## config.mk

```make
export PLATFORM = sky130hd
export DESIGN_NAME = xpu_vpu_pc_tn_vlsu_st_seq_flat
export DESIGN_NICKNAME = d
export VERILOG_FILES = /design/src/rtl/xpu_vpu_pc_tn_vlsu_st_seq_if.sv /design/src/rtl/xpu_vpu_pc_tn_vlsu_st_seq.sv /design/src/flat_wrapper.sv
export SDC_FILE = /design/constraint.sdc
export NUM_CORES = 1
export LEC_CHECK = 0
export CAP_MARGIN = 10
export CELL_PAD_IN_SITES_DETAIL_PLACEMENT = 1
export CELL_PAD_IN_SITES_GLOBAL_PLACEMENT = 2
export CORE_MARGIN = 2
export CORE_UTILIZATION = 31
export CTS_CLUSTER_SIZE = 30
export DETAILED_ROUTE_END_ITERATION = 10
export PLACE_DENSITY = 0.87
export SYNTH_ARGS = -nofsm -noshare
export SYNTH_HDL_FRONTEND = slang
export SYNTH_SLANG_ARGS = --single-unit
```

## constraint.sdc

```tcl
create_clock -name forever_cpuclk -period 4.5 [get_ports forever_cpuclk]
set_input_delay 0.9 -clock forever_cpuclk [delete_from_list [all_inputs] [get_ports forever_cpuclk]]
set_output_delay 0.9 -clock forever_cpuclk [all_outputs]
set_load 0.01 [all_outputs]
```

## src/rtl/xpu_vpu_pc_tn_vlsu_st_seq_if.sv

```systemverilog
// Store-sequencer bus bundle.
// Groups three handshakes:
//   - uop offer from the VRF read stage (vld/rdy plus uop fields),
//   - per-element store request to the store buffer (vld/rdy plus uid/eidx/data/be/last),
//   - uop completion pulse (vld plus uid/op_last).
// Modports:
//   master - the sequencer: takes the uop and req_rdy; drives uop_rdy, req_*, cmplt_*.
//   slave  - the surrounding pipeline / store buffer; the mirror image of master.
interface xpu_vpu_pc_tn_vlsu_st_seq_if;
    logic         vrf_vlsu_st_uop_vld;
    logic         vlsu_st_seq_uop_rdy;
    logic [7:0]   vrf_vlsu_st_uop_uid;
    logic [1:0]   vrf_vlsu_st_uop_eew;
    logic         vrf_vlsu_st_uop_vm;
    logic [15:0]  vrf_vlsu_st_uop_vmask_data;
    logic [4:0]   vrf_vlsu_st_uop_vstart_len;
    logic [4:0]   vrf_vlsu_st_uop_ele_len;
    logic         vrf_vlsu_st_uop_op_last;
    logic [127:0] vrf_vlsu_st_uop_srcv0_data;

    logic         vlsu_st_req_vld;
    logic         vlsu_st_req_rdy;
    logic [7:0]   vlsu_st_req_uid;
    logic [3:0]   vlsu_st_req_eidx;
    logic [63:0]  vlsu_st_req_data;
    logic [7:0]   vlsu_st_req_be;
    logic         vlsu_st_req_last;

    logic         vlsu_st_cmplt_vld;
    logic [7:0]   vlsu_st_cmplt_uid;
    logic         vlsu_st_cmplt_op_last;

    modport master (
        input  vrf_vlsu_st_uop_vld, vrf_vlsu_st_uop_uid, vrf_vlsu_st_uop_eew,
               vrf_vlsu_st_uop_vm, vrf_vlsu_st_uop_vmask_data,
               vrf_vlsu_st_uop_vstart_len, vrf_vlsu_st_uop_ele_len,
               vrf_vlsu_st_uop_op_last, vrf_vlsu_st_uop_srcv0_data,
               vlsu_st_req_rdy,
        output vlsu_st_seq_uop_rdy,
               vlsu_st_req_vld, vlsu_st_req_uid, vlsu_st_req_eidx,
               vlsu_st_req_data, vlsu_st_req_be, vlsu_st_req_last,
               vlsu_st_cmplt_vld, vlsu_st_cmplt_uid, vlsu_st_cmplt_op_last
    );

    modport slave (
        output vrf_vlsu_st_uop_vld, vrf_vlsu_st_uop_uid, vrf_vlsu_st_uop_eew,
               vrf_vlsu_st_uop_vm, vrf_vlsu_st_uop_vmask_data,
               vrf_vlsu_st_uop_vstart_len, vrf_vlsu_st_uop_ele_len,
               vrf_vlsu_st_uop_op_last, vrf_vlsu_st_uop_srcv0_data,
               vlsu_st_req_rdy,
        input  vlsu_st_seq_uop_rdy,
               vlsu_st_req_vld, vlsu_st_req_uid, vlsu_st_req_eidx,
               vlsu_st_req_data, vlsu_st_req_be, vlsu_st_req_last,
               vlsu_st_cmplt_vld, vlsu_st_cmplt_uid, vlsu_st_cmplt_op_last
    );
endinterface

```

## src/rtl/xpu_vpu_pc_tn_vlsu_st_seq.sv

```systemverilog
// Vector store element sequencer.
// Accepts one store uop at a time, expands it into one store-buffer request per
// active element (lowest index first, one per cycle when the store buffer is
// ready), then signals completion for one cycle before accepting the next uop.
// Ports:
//   forever_cpuclk - clock, rising edge
//   cpurst_b       - asynchronous active-low reset
//   vlsu_st_flush  - pipeline flush, kills the held uop
//   st_if          - uop / element request / completion bundle (master side)
module xpu_vpu_pc_tn_vlsu_st_seq (
    input  logic                            forever_cpuclk,
    input  logic                            cpurst_b,
    input  logic                            vlsu_st_flush,
    xpu_vpu_pc_tn_vlsu_st_seq_if.master     st_if
);

    typedef enum logic [1:0] {
        ST_IDLE  = 2'd0,
        ST_ISSUE = 2'd1,
        ST_CMPLT = 2'd2
    } state_e;

    state_e         state_q, state_d;
    logic [15:0]    act_q, act_d;
    logic [7:0]     uid_q, uid_d;
    logic [1:0]     eew_q, eew_d;
    logic           op_last_q, op_last_d;
    logic [127:0]   data_q, data_d;

    logic           uop_rdy;
    logic           accept;
    logic [4:0]     num_ele;
    logic [15:0]    range_vec;
    logic [15:0]    new_act;
    logic [3:0]     eidx;
    logic           last_ele;
    logic [6:0]     shamt;
    logic [127:0]   shifted;
    logic [63:0]    ele_data;
    logic [7:0]     ele_be;
    logic           req_vld;
    logic           req_fire;

    // ------------------------------------------------------------------
    // Accept-time active vector: [vstart, min(ele_len, NE)) gated by mask
    // ------------------------------------------------------------------
    assign uop_rdy = (state_q == ST_IDLE) && !vlsu_st_flush;
    assign accept  = st_if.vrf_vlsu_st_uop_vld && uop_rdy;
    assign num_ele = 5'd16 >> st_if.vrf_vlsu_st_uop_eew;

    generate
        for (genvar gi = 0; gi < 16; gi++) begin : g_range
            assign range_vec[gi] = (5'(gi) >= st_if.vrf_vlsu_st_uop_vstart_len) &&
                                   (5'(gi) <  st_if.vrf_vlsu_st_uop_ele_len) &&
                                   (5'(gi) <  num_ele);
        end
    endgenerate

    assign new_act = range_vec & (st_if.vrf_vlsu_st_uop_vm ? 16'hFFFF
                                                           : st_if.vrf_vlsu_st_uop_vmask_data);

    // ------------------------------------------------------------------
    // Element selection: lowest remaining active bit, so skipped elements
    // cost no cycles.
    // ------------------------------------------------------------------
    always_comb begin
        eidx = 4'd0;
        for (int i = 15; i >= 0; i--) begin
            if (act_q[i]) begin
                eidx = 4'(i);
            end
        end
    end

    // Exactly one bit left: clearing the lowest set bit leaves nothing.
    assign last_ele = (act_q != 16'd0) && ((act_q & (act_q - 16'd1)) == 16'd0);

    // Bit offset of the element = eidx * 8 << eew; eidx < NE keeps it below 128.
    assign shamt   = 7'({eidx, 3'b000}) << eew_q;
    assign shifted = data_q >> shamt;

    always_comb begin
        ele_data = 64'd0;
        ele_be   = 8'h00;
        case (eew_q)
            2'd0: begin ele_data = {56'd0, shifted[7:0]};  ele_be = 8'h01; end
            2'd1: begin ele_data = {48'd0, shifted[15:0]}; ele_be = 8'h03; end
            2'd2: begin ele_data = {32'd0, shifted[31:0]}; ele_be = 8'h0F; end
            default: begin ele_data = shifted[63:0];       ele_be = 8'hFF; end
        endcase
    end

    // Flush masks the valids in the same cycle so the store buffer never sees a
    // handshake that the sequencer is about to discard.
    assign req_vld  = (state_q == ST_ISSUE) && !vlsu_st_flush;
    assign req_fire = req_vld && st_if.vlsu_st_req_rdy;

    // ------------------------------------------------------------------
    // Next state
    // ------------------------------------------------------------------
    always_comb begin
        state_d   = state_q;
        act_d     = act_q;
        uid_d     = uid_q;
        eew_d     = eew_q;
        op_last_d = op_last_q;
        data_d    = data_q;

        if (vlsu_st_flush) begin
            state_d = ST_IDLE;
            act_d   = 16'd0;
        end else begin
            case (state_q)
                ST_IDLE: begin
                    if (accept) begin
                        uid_d     = st_if.vrf_vlsu_st_uop_uid;
                        eew_d     = st_if.vrf_vlsu_st_uop_eew;
                        op_last_d = st_if.vrf_vlsu_st_uop_op_last;
                        data_d    = st_if.vrf_vlsu_st_uop_srcv0_data;
                        act_d     = new_act;
                        state_d   = (new_act != 16'd0) ? ST_ISSUE : ST_CMPLT;
                    end
                end
                ST_ISSUE: begin
                    if (req_fire) begin
                        act_d = act_q & ~(16'd1 << eidx);
                        if (last_ele) begin
                            state_d = ST_CMPLT;
                        end
                    end
                end
                ST_CMPLT: begin
                    state_d = ST_IDLE;
                end
                default: begin
                    state_d = ST_IDLE;
                end
            endcase
        end
    end

    always_ff @(posedge forever_cpuclk or negedge cpurst_b) begin
        if (!cpurst_b) begin
            state_q   <= ST_IDLE;
            act_q     <= 16'd0;
            uid_q     <= 8'd0;
            eew_q     <= 2'd0;
            op_last_q <= 1'b0;
            data_q    <= 128'd0;
        end else begin
            state_q   <= state_d;
            act_q     <= act_d;
            uid_q     <= uid_d;
            eew_q     <= eew_d;
            op_last_q <= op_last_d;
            data_q    <= data_d;
        end
    end

    // ------------------------------------------------------------------
    // Outputs
    // ------------------------------------------------------------------
    assign st_if.vlsu_st_seq_uop_rdy   = uop_rdy;
    assign st_if.vlsu_st_req_vld       = req_vld;
    assign st_if.vlsu_st_req_uid       = uid_q;
    assign st_if.vlsu_st_req_eidx      = eidx;
    assign st_if.vlsu_st_req_data      = ele_data;
    assign st_if.vlsu_st_req_be        = ele_be;
    assign st_if.vlsu_st_req_last      = last_ele;
    assign st_if.vlsu_st_cmplt_vld     = (state_q == ST_CMPLT) && !vlsu_st_flush;
    assign st_if.vlsu_st_cmplt_uid     = uid_q;
    assign st_if.vlsu_st_cmplt_op_last = op_last_q;

endmodule

```

## src/flat_wrapper.sv

```systemverilog
// flat-port wrapper written by rule: the top's interface ports become plain ports
module xpu_vpu_pc_tn_vlsu_st_seq_flat 
  (forever_cpuclk, cpurst_b, vlsu_st_flush, st_if_vrf_vlsu_st_uop_vld, st_if_vrf_vlsu_st_uop_uid, st_if_vrf_vlsu_st_uop_eew, st_if_vrf_vlsu_st_uop_vm, st_if_vrf_vlsu_st_uop_vmask_data, st_if_vrf_vlsu_st_uop_vstart_len, st_if_vrf_vlsu_st_uop_ele_len, st_if_vrf_vlsu_st_uop_op_last, st_if_vrf_vlsu_st_uop_srcv0_data, st_if_vlsu_st_req_rdy, st_if_vlsu_st_seq_uop_rdy, st_if_vlsu_st_req_vld, st_if_vlsu_st_req_uid, st_if_vlsu_st_req_eidx, st_if_vlsu_st_req_data, st_if_vlsu_st_req_be, st_if_vlsu_st_req_last, st_if_vlsu_st_cmplt_vld, st_if_vlsu_st_cmplt_uid, st_if_vlsu_st_cmplt_op_last);
  xpu_vpu_pc_tn_vlsu_st_seq_if st_if_i ();
  input  logic forever_cpuclk;
  input  logic cpurst_b;
  input  logic vlsu_st_flush;
  input wire logic [$bits(st_if_i.vrf_vlsu_st_uop_vld)-1:0] st_if_vrf_vlsu_st_uop_vld;
  input wire logic [$bits(st_if_i.vrf_vlsu_st_uop_uid)-1:0] st_if_vrf_vlsu_st_uop_uid;
  input wire logic [$bits(st_if_i.vrf_vlsu_st_uop_eew)-1:0] st_if_vrf_vlsu_st_uop_eew;
  input wire logic [$bits(st_if_i.vrf_vlsu_st_uop_vm)-1:0] st_if_vrf_vlsu_st_uop_vm;
  input wire logic [$bits(st_if_i.vrf_vlsu_st_uop_vmask_data)-1:0] st_if_vrf_vlsu_st_uop_vmask_data;
  input wire logic [$bits(st_if_i.vrf_vlsu_st_uop_vstart_len)-1:0] st_if_vrf_vlsu_st_uop_vstart_len;
  input wire logic [$bits(st_if_i.vrf_vlsu_st_uop_ele_len)-1:0] st_if_vrf_vlsu_st_uop_ele_len;
  input wire logic [$bits(st_if_i.vrf_vlsu_st_uop_op_last)-1:0] st_if_vrf_vlsu_st_uop_op_last;
  input wire logic [$bits(st_if_i.vrf_vlsu_st_uop_srcv0_data)-1:0] st_if_vrf_vlsu_st_uop_srcv0_data;
  input wire logic [$bits(st_if_i.vlsu_st_req_rdy)-1:0] st_if_vlsu_st_req_rdy;
  output wire logic [$bits(st_if_i.vlsu_st_seq_uop_rdy)-1:0] st_if_vlsu_st_seq_uop_rdy;
  output wire logic [$bits(st_if_i.vlsu_st_req_vld)-1:0] st_if_vlsu_st_req_vld;
  output wire logic [$bits(st_if_i.vlsu_st_req_uid)-1:0] st_if_vlsu_st_req_uid;
  output wire logic [$bits(st_if_i.vlsu_st_req_eidx)-1:0] st_if_vlsu_st_req_eidx;
  output wire logic [$bits(st_if_i.vlsu_st_req_data)-1:0] st_if_vlsu_st_req_data;
  output wire logic [$bits(st_if_i.vlsu_st_req_be)-1:0] st_if_vlsu_st_req_be;
  output wire logic [$bits(st_if_i.vlsu_st_req_last)-1:0] st_if_vlsu_st_req_last;
  output wire logic [$bits(st_if_i.vlsu_st_cmplt_vld)-1:0] st_if_vlsu_st_cmplt_vld;
  output wire logic [$bits(st_if_i.vlsu_st_cmplt_uid)-1:0] st_if_vlsu_st_cmplt_uid;
  output wire logic [$bits(st_if_i.vlsu_st_cmplt_op_last)-1:0] st_if_vlsu_st_cmplt_op_last;
  assign st_if_i.vrf_vlsu_st_uop_vld = st_if_vrf_vlsu_st_uop_vld;
  assign st_if_i.vrf_vlsu_st_uop_uid = st_if_vrf_vlsu_st_uop_uid;
  assign st_if_i.vrf_vlsu_st_uop_eew = st_if_vrf_vlsu_st_uop_eew;
  assign st_if_i.vrf_vlsu_st_uop_vm = st_if_vrf_vlsu_st_uop_vm;
  assign st_if_i.vrf_vlsu_st_uop_vmask_data = st_if_vrf_vlsu_st_uop_vmask_data;
  assign st_if_i.vrf_vlsu_st_uop_vstart_len = st_if_vrf_vlsu_st_uop_vstart_len;
  assign st_if_i.vrf_vlsu_st_uop_ele_len = st_if_vrf_vlsu_st_uop_ele_len;
  assign st_if_i.vrf_vlsu_st_uop_op_last = st_if_vrf_vlsu_st_uop_op_last;
  assign st_if_i.vrf_vlsu_st_uop_srcv0_data = st_if_vrf_vlsu_st_uop_srcv0_data;
  assign st_if_i.vlsu_st_req_rdy = st_if_vlsu_st_req_rdy;
  assign st_if_vlsu_st_seq_uop_rdy = st_if_i.vlsu_st_seq_uop_rdy;
  assign st_if_vlsu_st_req_vld = st_if_i.vlsu_st_req_vld;
  assign st_if_vlsu_st_req_uid = st_if_i.vlsu_st_req_uid;
  assign st_if_vlsu_st_req_eidx = st_if_i.vlsu_st_req_eidx;
  assign st_if_vlsu_st_req_data = st_if_i.vlsu_st_req_data;
  assign st_if_vlsu_st_req_be = st_if_i.vlsu_st_req_be;
  assign st_if_vlsu_st_req_last = st_if_i.vlsu_st_req_last;
  assign st_if_vlsu_st_cmplt_vld = st_if_i.vlsu_st_cmplt_vld;
  assign st_if_vlsu_st_cmplt_uid = st_if_i.vlsu_st_cmplt_uid;
  assign st_if_vlsu_st_cmplt_op_last = st_if_i.vlsu_st_cmplt_op_last;
  xpu_vpu_pc_tn_vlsu_st_seq u_core (.forever_cpuclk(forever_cpuclk), .cpurst_b(cpurst_b), .vlsu_st_flush(vlsu_st_flush), .st_if(st_if_i));
endmodule
```

==> results.yml, run 1 <==
critical_path:
  crit_path_end_kind: "output port"
  critPathKind: "reg -> out"
  cpMostUsedCell: "buf_4"
  crit_buf_inv: 5
  slowest_delay_ns: 0.53
  crit_required_ns: 3.60
  slowest_stage: "clkdlybuf4s50_1"
  r2r_slack_ns: 1.79
  cp_max_fo: 24
  cp_data_arrival_time_ns: 3.60
  setup.worst_path.start_class: "flip-flop"
  path_cells: "buf_4, or4_1, o21ai_2, nand2_1, o22ai_2, or2_1, buf_12, buf_6, a31oi_1, o21ai_1, buf_4, clkdlybuf4s50_1"
  r2r-end: "u_core.state_q[0]$_DFFE_PN0P_"
  critPathTopFamily: "buffers and inverters"
  timing.rr.start: "u_core.act_q[7]$_DFFE_PN0P_"
  reg2reg_depth: 9
timing:
  max_slew_margin_pct: 31.9
  setup_viol: 1
  finalClockSkew_ns: 0.0190
  whs_ns: 0.489
  tightest_slew_ns: 1.01
  rsz0062_at_grt: "true"
  fmax_ghz: 0.222
  layout_setup_ws_ns: -0.00193
  slew_viol_final: 0
  hold_viol: 0
  period_needed_ns: 4.50
  post-route-period-util_pct: 100
yosys:
  synthesis.nets: 1702
  ys_seq_area_share_pct: 34.5
  syn-instance-count: 1531
  synthFlopType: "dfrtp_1"
  synth_edf_count: 0
  synth_area_sq_um: 11400
  ys_seq_elements: 157
  yosysUniqueCellTypes: 86
  yosysWarningCount: 0
  async_flop_share_pct: 100
  avgSynthCellArea_sq_um: 7.45
finish:
  design_area_sq_um: 16600
  antenna_cells: 0
  fillers: 4369
  multiInputGateArea_sq_um: 7220
  fin_util_pct: 45.5
  final_cells: 2334
  regArea_sq_um: 3940
  area_growth_pct: 45.2
  drive_gt1_share_pct: 19.7
  final_cell_mix: "nand2_1, clkdlybuf4s50_1, dfrtp_1"
  fin_nets: 2024
  layout_commonest_cell: "nand2_1"
power_and_ir_drop:
  irDropWorstVdd_mv: 0.295
  leakagePower_nw: 7.62
  powerDensity_nw_per_um2: 479
floorplan:
  core_sq_um: 36400
  die-area_sq_um: 38300
  ios: 268
  start_util_pct: 31.3
  rows: 70
  die_x_microns: 196
  die_h_microns: 196
route:
  drtPass1Iterations: 5
  wl_per_cell_microns: 27.0
  drt_wl_total_mm: 63.0
  first_iter_violations: 1126
  ant_nets: 0
  route.detailed.drc: 0
  vias: 13600
  routed_via_density: 5.81
grt:
  grt_pass1_wl_mm: 91.8
  grt_max_degree: 116
  grt_usage_pct: 32.4
  antenna_found_initial: 1
  overflow: 0
  first_global_vias: 14000
place:
  hpwl_mm: 47.1
  gp_congestion: 1.02
  dp_cells: 2264
  port_buffers: 266
  dp_slack_ns: 0.00440
  place_area_sq_um: 15200
min_path:
  whs_path_depth: 2
  min_from: "u_core.st_if.vlsu_st_cmplt_op_last$_DFFE_PN0P_"
  holdPathEnd: "u_core.st_if.vlsu_st_cmplt_op_last$_DFFE_PN0P_"
  hold_path_class: "reg -> reg"
clock_network:
  clockBufferDepth: 2
  cts_root_buf: "clkbuf_16"
  clock_latency_ns: 0.46
  cts.sinks: 157
  h-tree-depth: 4
  cts_buffers: 17
  cts_tree: "done"
  clk_pin_slew_worst_paths_ns: 0.07
outcome:
  violations: "negative setup slack"
  status: "finished with violations"
job:
  maxCapViolCount: 0
## worst max-delay path by stage
stage	depth (start not counted)	end	slack [ns]	start
finish	12	st_if_vlsu_st_req_data[28]	-0.002	u_core.act_q[11]$_DFFE_PN0P_
global route	12	st_if_vlsu_st_req_data[28]	-0.14	u_core.act_q[11]$_DFFE_PN0P_
CTS	13	st_if_vlsu_st_req_data[12]	-0.19	u_core.act_q[7]$_DFFE_PN0P_
detailed placement	11	st_if_vlsu_st_req_data[12]	0.004	u_core.act_q[8]$_DFFE_PN0P_
global placement	11	st_if_vlsu_st_req_data[17]	-0.003	u_core.act_q[13]$_DFFE_PN0P_
floorplan	12	st_if_vlsu_st_req_data[8]	0.97	u_core.act_q[6]$_DFFE_PN0P_
## stage by stage
stage	setup TNS [ns]	total power [mW]
after detailed placement	0	6.20
after global routing	-0.453	8.25
final	-0.00193	7.93
after global placement	-0.00263	6.17
after floorplan	0	4.01
after CTS	-0.373	7.77
## layout make-up
| type | count | area share (%) |
|---|---|---|
| Clock inverter | 13 | 0.627 |
| Tap cell | 468 | 3.54 |
| Timing Repair Buffer | 432 | 25.3 |
| Clock buffer | 19 | 2.73 |
| Inverter | 16 | 0.408 |
| Multi-Input combinational cell | 1229 | 43.6 |
| Sequential cell | 157 | 23.8 |
## kinds of logic after synthesis
logic type / Yosys count / synth area share [%]
AND/OR/NAND/NOR: 817 / 29.8
buffers and inverters: 145 / 6.36
other: 1 / 0.0329
flip-flops: 157 / 34.5
multiplexers: 50 / 4.65
adder cells (fa/ha/maj): 1 / 0.0878
AO/OA/AOI/OAI: 360 / 24.6
## Yosys cell counts, types with 7 or more instances
master	instances	area share, %
a211oi_1	25	1.6
a21oi_1	56	2.5
a222oi_1	7	0.61
a22o_1	9	0.69
a31oi_1	12	0.66
and2_1	15	0.82
buf_2	37	1.6
buf_4	22	1.4
buf_6	7	0.69
clkbuf_1	59	1.9
dfrtp_1	157	34
inv_1	14	0.46
mux2_2	24	2.4
mux2i_1	26	2.3
nand2_1	581	19
nand3_1	41	1.8
nand4_1	7	0.38
nor2_1	91	3.0
nor3_1	23	1.0
nor4_1	11	0.60
o21a_1	7	0.46
o21ai_0	59	2.6
o221a_2	12	1.2
o221ai_1	18	1.4
o22ai_1	30	1.6
o32a_1	8	0.70
or3_1	12	0.66
## layer usage
layer  share of wire (%)  global-route usage, %
met5                   0                      0
met1                  42                   41.8
met2                  46                   52.0
met4                 6.1                   17.6
met3                 6.0                   5.12
## flip-flops by register name, indices dropped and copies added, names as in the netlist
name                                flops
u_core.st_if.vlsu_st_cmplt_uid          8
u_core.eew_q                            2
u_core.state_q                          2
u_core.act_q                           16
u_core.data_q                         128
u_core.st_if.vlsu_st_cmplt_op_last      1
## worst register-to-register path, stage by stage (launching register included)
cell and delay, ns:
dfrtp_2 0.48, nor4_2 0.29, buf_4 0.18, nand2_1 0.12, or4_1 0.49, o21ai_0 0.18, a21oi_1 0.10, o32ai_1 0.13
nand4_1 0.31, o211a_1 0.32
## power breakdown
| group | internal [mW] | switching [mW] | leakage (nW) |
|---|---|---|---|
| sequential | 1.71 | 0.624 | 1.96 |
| clock | 0.746 | 0.677 | 0.270 |
| combinational | 1.87 | 2.30 | 5.40 |
## repair_timing
item | CTS | global route
hold buffers | 0 | 0
pin swaps | 19 | 28
buffers inserted | 19 | 16
endpoints found under the setup margin | 64 | 38
gates cloned | 3 | 0
resized for setup | 126 | 74
Note: power is estimated with default switching activity, not from simulation.
==> run 2, diff against run 1 <==
==> constraint.sdc (replaced) <==
create_clock -name forever_cpuclk -period 4.5 [get_ports forever_cpuclk]
set_input_delay 0.9 -clock forever_cpuclk [delete_from_list [all_inputs] [get_ports forever_cpuclk]]
set_output_delay 0.9 -clock forever_cpuclk [all_outputs]
set_load 0.02 [all_outputs]
==> run 2 against run 1 <==
Net effect:
- highest routed layer unchanged
- sequential share of layout area up 0.41 points
- routed wire length shrank 4.2%
- die area unchanged
- critical path depth down 1
- register-to-register slack got worse by 0.11 ns
- critical endpoint is now st_if_vlsu_st_req_data[10]
- power rose by 1.6%
- the flow still finishes with violations (negative setup slack)
==> results.yml, run 2 (synthesized netlist as in run 1, its figures left out) <==
power_and_ir_drop:
  total_power_mw: 8.06
  intPower_mw: 4.30
  combPwrFrac_pct: 52.5
  irDropWorstVdd_mv: 0.278
  powerDensity_nw_per_um2: 496
  switching_share_pct: 46.6
  switching_power_mw: 3.75
  leakagePower_nw: 7.44
  pwr-share-clk_pct: 18.7
  seqPwrFrac_pct: 28.8
grt:
  overflow: 0
  first_global_vias: 13900
  grt_pass1_wl_mm: 89.3
  grt_max_degree: 111
  grt_usage_pct: 31.2
  antenna_found_initial: 1
clock_network:
  clockBufferDepth: 2
  clock_latency_ns: 0.46
  h-tree-depth: 4
  clk_pin_slew_worst_paths_ns: 0.07
  cts_root_buf: "clkbuf_16"
  cts_buffers: 17
  cts_tree: "done"
  cts.sinks: 157
place:
  gp_congestion: 0.991
  hpwl_mm: 44.9
  port_buffers: 266
outcome:
  status: "finished with violations"
  violations: "negative setup slack"
finish:
  antenna_cells: 0
  fin_util_pct: 44.6
  drive_gt1_share_pct: 18.7
  largest_register_ffs: 128
  fillers: 4414
  top_register: "u_core.data_q"
  fin_nets: 2018
  layout_commonest_cell: "nand2_1"
  area_growth_pct: 42.4
  final_cell_mix: "nand2_1, clkdlybuf4s50_1, dfrtp_1"
floorplan:
  die_x_microns: 196
  start_util_pct: 31.3
  die_h_microns: 196
  rows: 70
  core_sq_um: 36400
  ios: 268
  die-area_sq_um: 38300
critical_path:
  critPathTopFamily: "compound AO/OA/AOI/OAI gates"
  crit_path_end_kind: "output port"
  cp_data_arrival_time_ns: 3.65
  slowest_stage: "a222oi_1"
  setup.worst_path.start_class: "flip-flop"
  crit_required_ns: 3.60
  slowest_delay_ns: 0.65
  critPathKind: "reg -> out"
  r2r_slack_ns: 1.68
  cp_max_fo: 7
  path_cells: "buf_4, o311a_4, a21oi_4, clkinv_4, nand4_4, a21oi_4, buf_4, a222oi_1, o22ai_2, o211a_1, clkbuf_2"
  crit_buf_inv: 4
timing:
  slew_viol_final: 0
  period_needed_ns: 4.55
  hold_viol: 0
  finalClockSkew_ns: 0.00950
  rsz0062_at_grt: "true"
  tightest_slew_ns: 1.03
  max_slew_margin_pct: 31.6
  post-route-period-util_pct: 101
  fmax_ghz: 0.220
  layout_setup_ws_ns: -0.0461
  setup_viol: 1
job:
  maxCapViolCount: 0
route:
  ant_nets: 0
  drt_wl_total_mm: 60.3
  vias: 13500
  route.detailed.drc: 0
  drtPass1Iterations: 6
  routed_via_density: 5.80
  first_iter_violations: 1304
  wl_per_cell_microns: 25.9
min_path:
  hold_path_class: "reg -> reg"
-- run 2: what timing repair did --
action / in CTS / in global routing
pin swaps: 12 / 18
cloned: 4 / 0
gates resized for setup: 141 / 73
endpoints found under the hold margin: 0 / 0
setup endpoints to repair: 64 / 50
buffers inserted: 12 / 17
hold buffers: 0 / 0
-- run 2: path summary, 6_finish.rpt --
path / start / endpoint / cells after the start
min: u_core.data_q[0]$_DFFE_PN0P_ / u_core.data_q[0]$_DFFE_PN0P_ / 2
max: u_core.act_q[7]$_DFFE_PN0P_ / st_if_vlsu_st_req_data[10] / 11
max in group asynchronous: cpurst_b / u_core.act_q[7]$_DFFE_PN0P_ / 2
min reg2reg: u_core.data_q[0]$_DFFE_PN0P_ / u_core.data_q[0]$_DFFE_PN0P_ / 2
min in group asynchronous: cpurst_b / u_core.st_if.vlsu_st_cmplt_uid[3]$_DFFE_PN0P_ / 1
max reg2reg: u_core.act_q[7]$_DFFE_PN0P_ / u_core.state_q[0]$_DFFE_PN0P_ / 11
-- run 2: worst reg2reg max path, stage by stage (launching register included) --
cell	delay, ns
dfrtp_2	0.45
buf_4	0.15
nor4_1	0.26
buf_4	0.19
nand2_1	0.12
or4_1	0.49
o21ai_0	0.17
a21oi_1	0.09
o32ai_1	0.18
nand4_1	0.20
buf_4	0.20
o211a_1	0.22
-- run 2: per-layer routing --
metal,global-route usage [%],part of all wire (%),up-vias
met3,5.23,6.7,151
met4,16.3,5.8,0
met1,40.1,41,6739
met5,0,0,-
li1,-,-,5991
met2,50.4,46,633
-- run 2: layout make-up --
type,count,area (sq um),share of cell area [%]
Multi-Input combinational cell,1230,7060,43.5
Timing Repair Buffer,425,4010,24.7
Sequential cell,157,3930,24.2
Tap cell,468,586,3.61
Clock buffer,18,439,2.70
Clock inverter,14,149,0.917
Inverter,16,65.1,0.401
-- run 2: stage by stage --
stage | std cells | TNS [ns] | hold slack [ns] | setup slack [ns] | cell area [sq um]
2_1_floorplan | 1531 | 0 | 0.445 | 0.696 | 11400
3_3_place_gp | 2264 | 0 | 0.466 | 0.0439 | 15200
3_5_place_dp | 2264 | -0.293 | 0.471 | -0.118 | 15200
4_1_cts | 2312 | -0.0357 | 0.498 | -0.0357 | 16100
5_1_grt | 2328 | -0.239 | 0.518 | -0.0826 | 16200
6_report | 2328 | -0.0461 | 0.489 | -0.0461 | 16200
-- run 2: power by group through the flow --
stage | sequential (mW) | clock (mW) | combinational [mW]
3_3_place_gp | 2.30 | 0 | 3.99
2_1_floorplan | 2.01 | 0 | 2.19
6_report | 2.32 | 1.51 | 4.23
3_5_place_dp | 2.29 | 0 | 4.03
5_1_grt | 2.32 | 1.59 | 4.47
4_1_cts | 2.28 | 1.53 | 4.11
==> run 3, diff against run 2 <==
SKIP_LAST_GASP = 1   (was default)
clock period = 5.7 ns   (was 4.5 ns; I/O delays follow)
==> run 3 against run 2 <==
Net effect:
- the run now ends clean
- die area stayed put
- highest routed layer unchanged
- sequential share of layout area is 1.7 points higher
- non-clock buffer count is 102 lower
- sequential cell count did not move
- first-iteration DRC count down 20%
- largest cell class unchanged
- clock power decreased by 19%
- via count decreased by 4.0%
==> results.yml, run 3 (synthesized netlist as in run 1, its figures left out) <==
power_and_ir_drop:
  leakagePower_nw: 6.58
  irDropWorstVdd_mv: 0.277
  total_power_mw: 6.03
  powerDensity_nw_per_um2: 398
route:
  drt_wl_total_mm: 57.2
  vias: 13000
  route.detailed.drc: 0
  routed_via_density: 5.83
  first_iter_violations: 1038
  wl_per_cell_microns: 25.7
  ant_nets: 0
  drtPass1Iterations: 6
clock_network:
  clockBufferDepth: 2
  cts_buffers: 17
  ctsHoldBuffers: 0
  clock_latency_ns: 0.46
  clk_pin_slew_worst_paths_ns: 0.06
  cts.sinks: 157
  cts_root_buf: "clkbuf_16"
  cts_tree: "done"
  h-tree-depth: 4
critical_path:
  critPathKind: "reg -> out"
  crit_required_ns: 4.56
  cp_max_fo: 12
  setup.worst_path.start_class: "flip-flop"
  cp_data_arrival_time_ns: 4.48
  crit_path_end_kind: "output port"
grt:
  antenna_found_initial: 0
  first_global_vias: 13400
  grt_pass1_wl_mm: 85.1
  overflow: 0
  grt_usage_pct: 29.7
  grt_max_degree: 86
timing:
  max_slew_margin_pct: 33.8
  hold_viol: 0
  finalClockSkew_ns: 0.0131
  rsz0062_at_grt: "true"
  setup_viol: 0
  fmax_ghz: 0.178
  tightest_slew_ns: 0.989
  slew_viol_final: 0
  fin_tns_setup_ns: 0
  post-route-period-util_pct: 98.6
  period_needed_ns: 5.62
floorplan:
  die_h_microns: 196
  ios: 268
  die-area_sq_um: 38300
  start_util_pct: 31.3
  die_x_microns: 196
  rows: 70
  core_sq_um: 36400
place:
  port_buffers: 266
  place_area_sq_um: 14500
  gp_congestion: 0.984
  hpwl_mm: 43.0
finish:
  final_cell_mix: "nand2_1, clkdlybuf4s50_1, dfrtp_1"
  fin_nets: 1915
  layout_commonest_cell: "nand2_1"
  area_growth_pct: 32.8
  largest_register_ffs: 128
  antenna_cells: 0
  design_area_sq_um: 15100
  top_register: "u_core.data_q"
  drive_gt1_share_pct: 10.1
job:
  maxCapViolCount: 0
outcome:
  status: "finished, final reports clean"
min_path:
  hold_path_class: "reg -> reg"
==> run 3: timing repair <==
| item | 4_1_cts | 5_1_grt |
|---|---|---|
| resized for setup | 0 | 2 |
| setup buffers | 4 | 2 |
| gates cloned | 0 | 0 |
| setup endpoints to repair | 1 | 4 |
| pin swaps | 0 | 1 |
==> run 3: cell type report <==
cell class / instances / area, sq um
inverters: 16 / 60.1
clock buffers: 20 / 447
well taps: 468 / 586
multi-input cells: 1229 / 6780
clock inverters: 11 / 160
flip-flops and latches: 157 / 3930
repair buffers: 323 / 3180
fillers: 4440 / 21300
==> run 3: critical path, stage by stage, from the launching register on <==
cell and delay, ns:
dfrtp_1 0.48, or4_1 0.60, o21ai_1 0.27, nand2_1 0.16
o22ai_1 0.43, or2_1 0.53, buf_12 0.22, a211oi_1 0.08
nor4_1 0.53, clkdlybuf4s50_1 0.72
==> run 3: worst paths after layout <==
path | start | end | slack, ns | cells after the start
max in group asynchronous | cpurst_b | u_core.data_q[2]$_DFFE_PN0P_ | 3.85 | 2
min in group asynchronous | cpurst_b | u_core.st_if.vlsu_st_cmplt_uid[4]$_DFFE_PN0P_ | 0.62 | 1
hold / removal | u_core.st_if.vlsu_st_cmplt_op_last$_DFFE_PN0P_ | u_core.st_if.vlsu_st_cmplt_op_last$_DFFE_PN0P_ | 0.49 | 2
hold reg to reg | u_core.st_if.vlsu_st_cmplt_op_last$_DFFE_PN0P_ | u_core.st_if.vlsu_st_cmplt_op_last$_DFFE_PN0P_ | 0.49 | 2
setup reg to reg | u_core.act_q[7]$_DFFE_PN0P_ | u_core.state_q[0]$_DFFE_PN0P_ | 3.06 | 8
setup / recovery | u_core.act_q[8]$_DFFE_PN0P_ | st_if_vlsu_st_req_data[12] | 0.08 | 9
==> run 3: metrics by stage <==
stage / worst slack, ns / std cells / hold slack (ns) / utilization [%]
after floorplan: 1.66 / 1531 / 0.445 / -
after global placement: 0.500 / 2187 / 0.460 / 39.7
after detailed placement: 0.424 / 2187 / 0.477 / 39.7
after CTS: 0.0428 / 2222 / 0.492 / 41.5
after global routing: -0.0659 / 2224 / 0.534 / 41.6
final: 0.0771 / 2224 / 0.490 / 41.6
==> run 3: layer usage <==
layer	vias up	wire length, microns	GRT usage (%)
li1	5784	-	-
met1	6438	24500	39.5
met2	612	26300	47.6
met3	141	3480	4.33
met4	0	2860	14.1
met5	-	0	0
==> run 3: report_power, final <==
group,internal [mW],switching (mW)
registers,1.35,0.450
logic,1.21,1.79
clock network,0.706,0.525
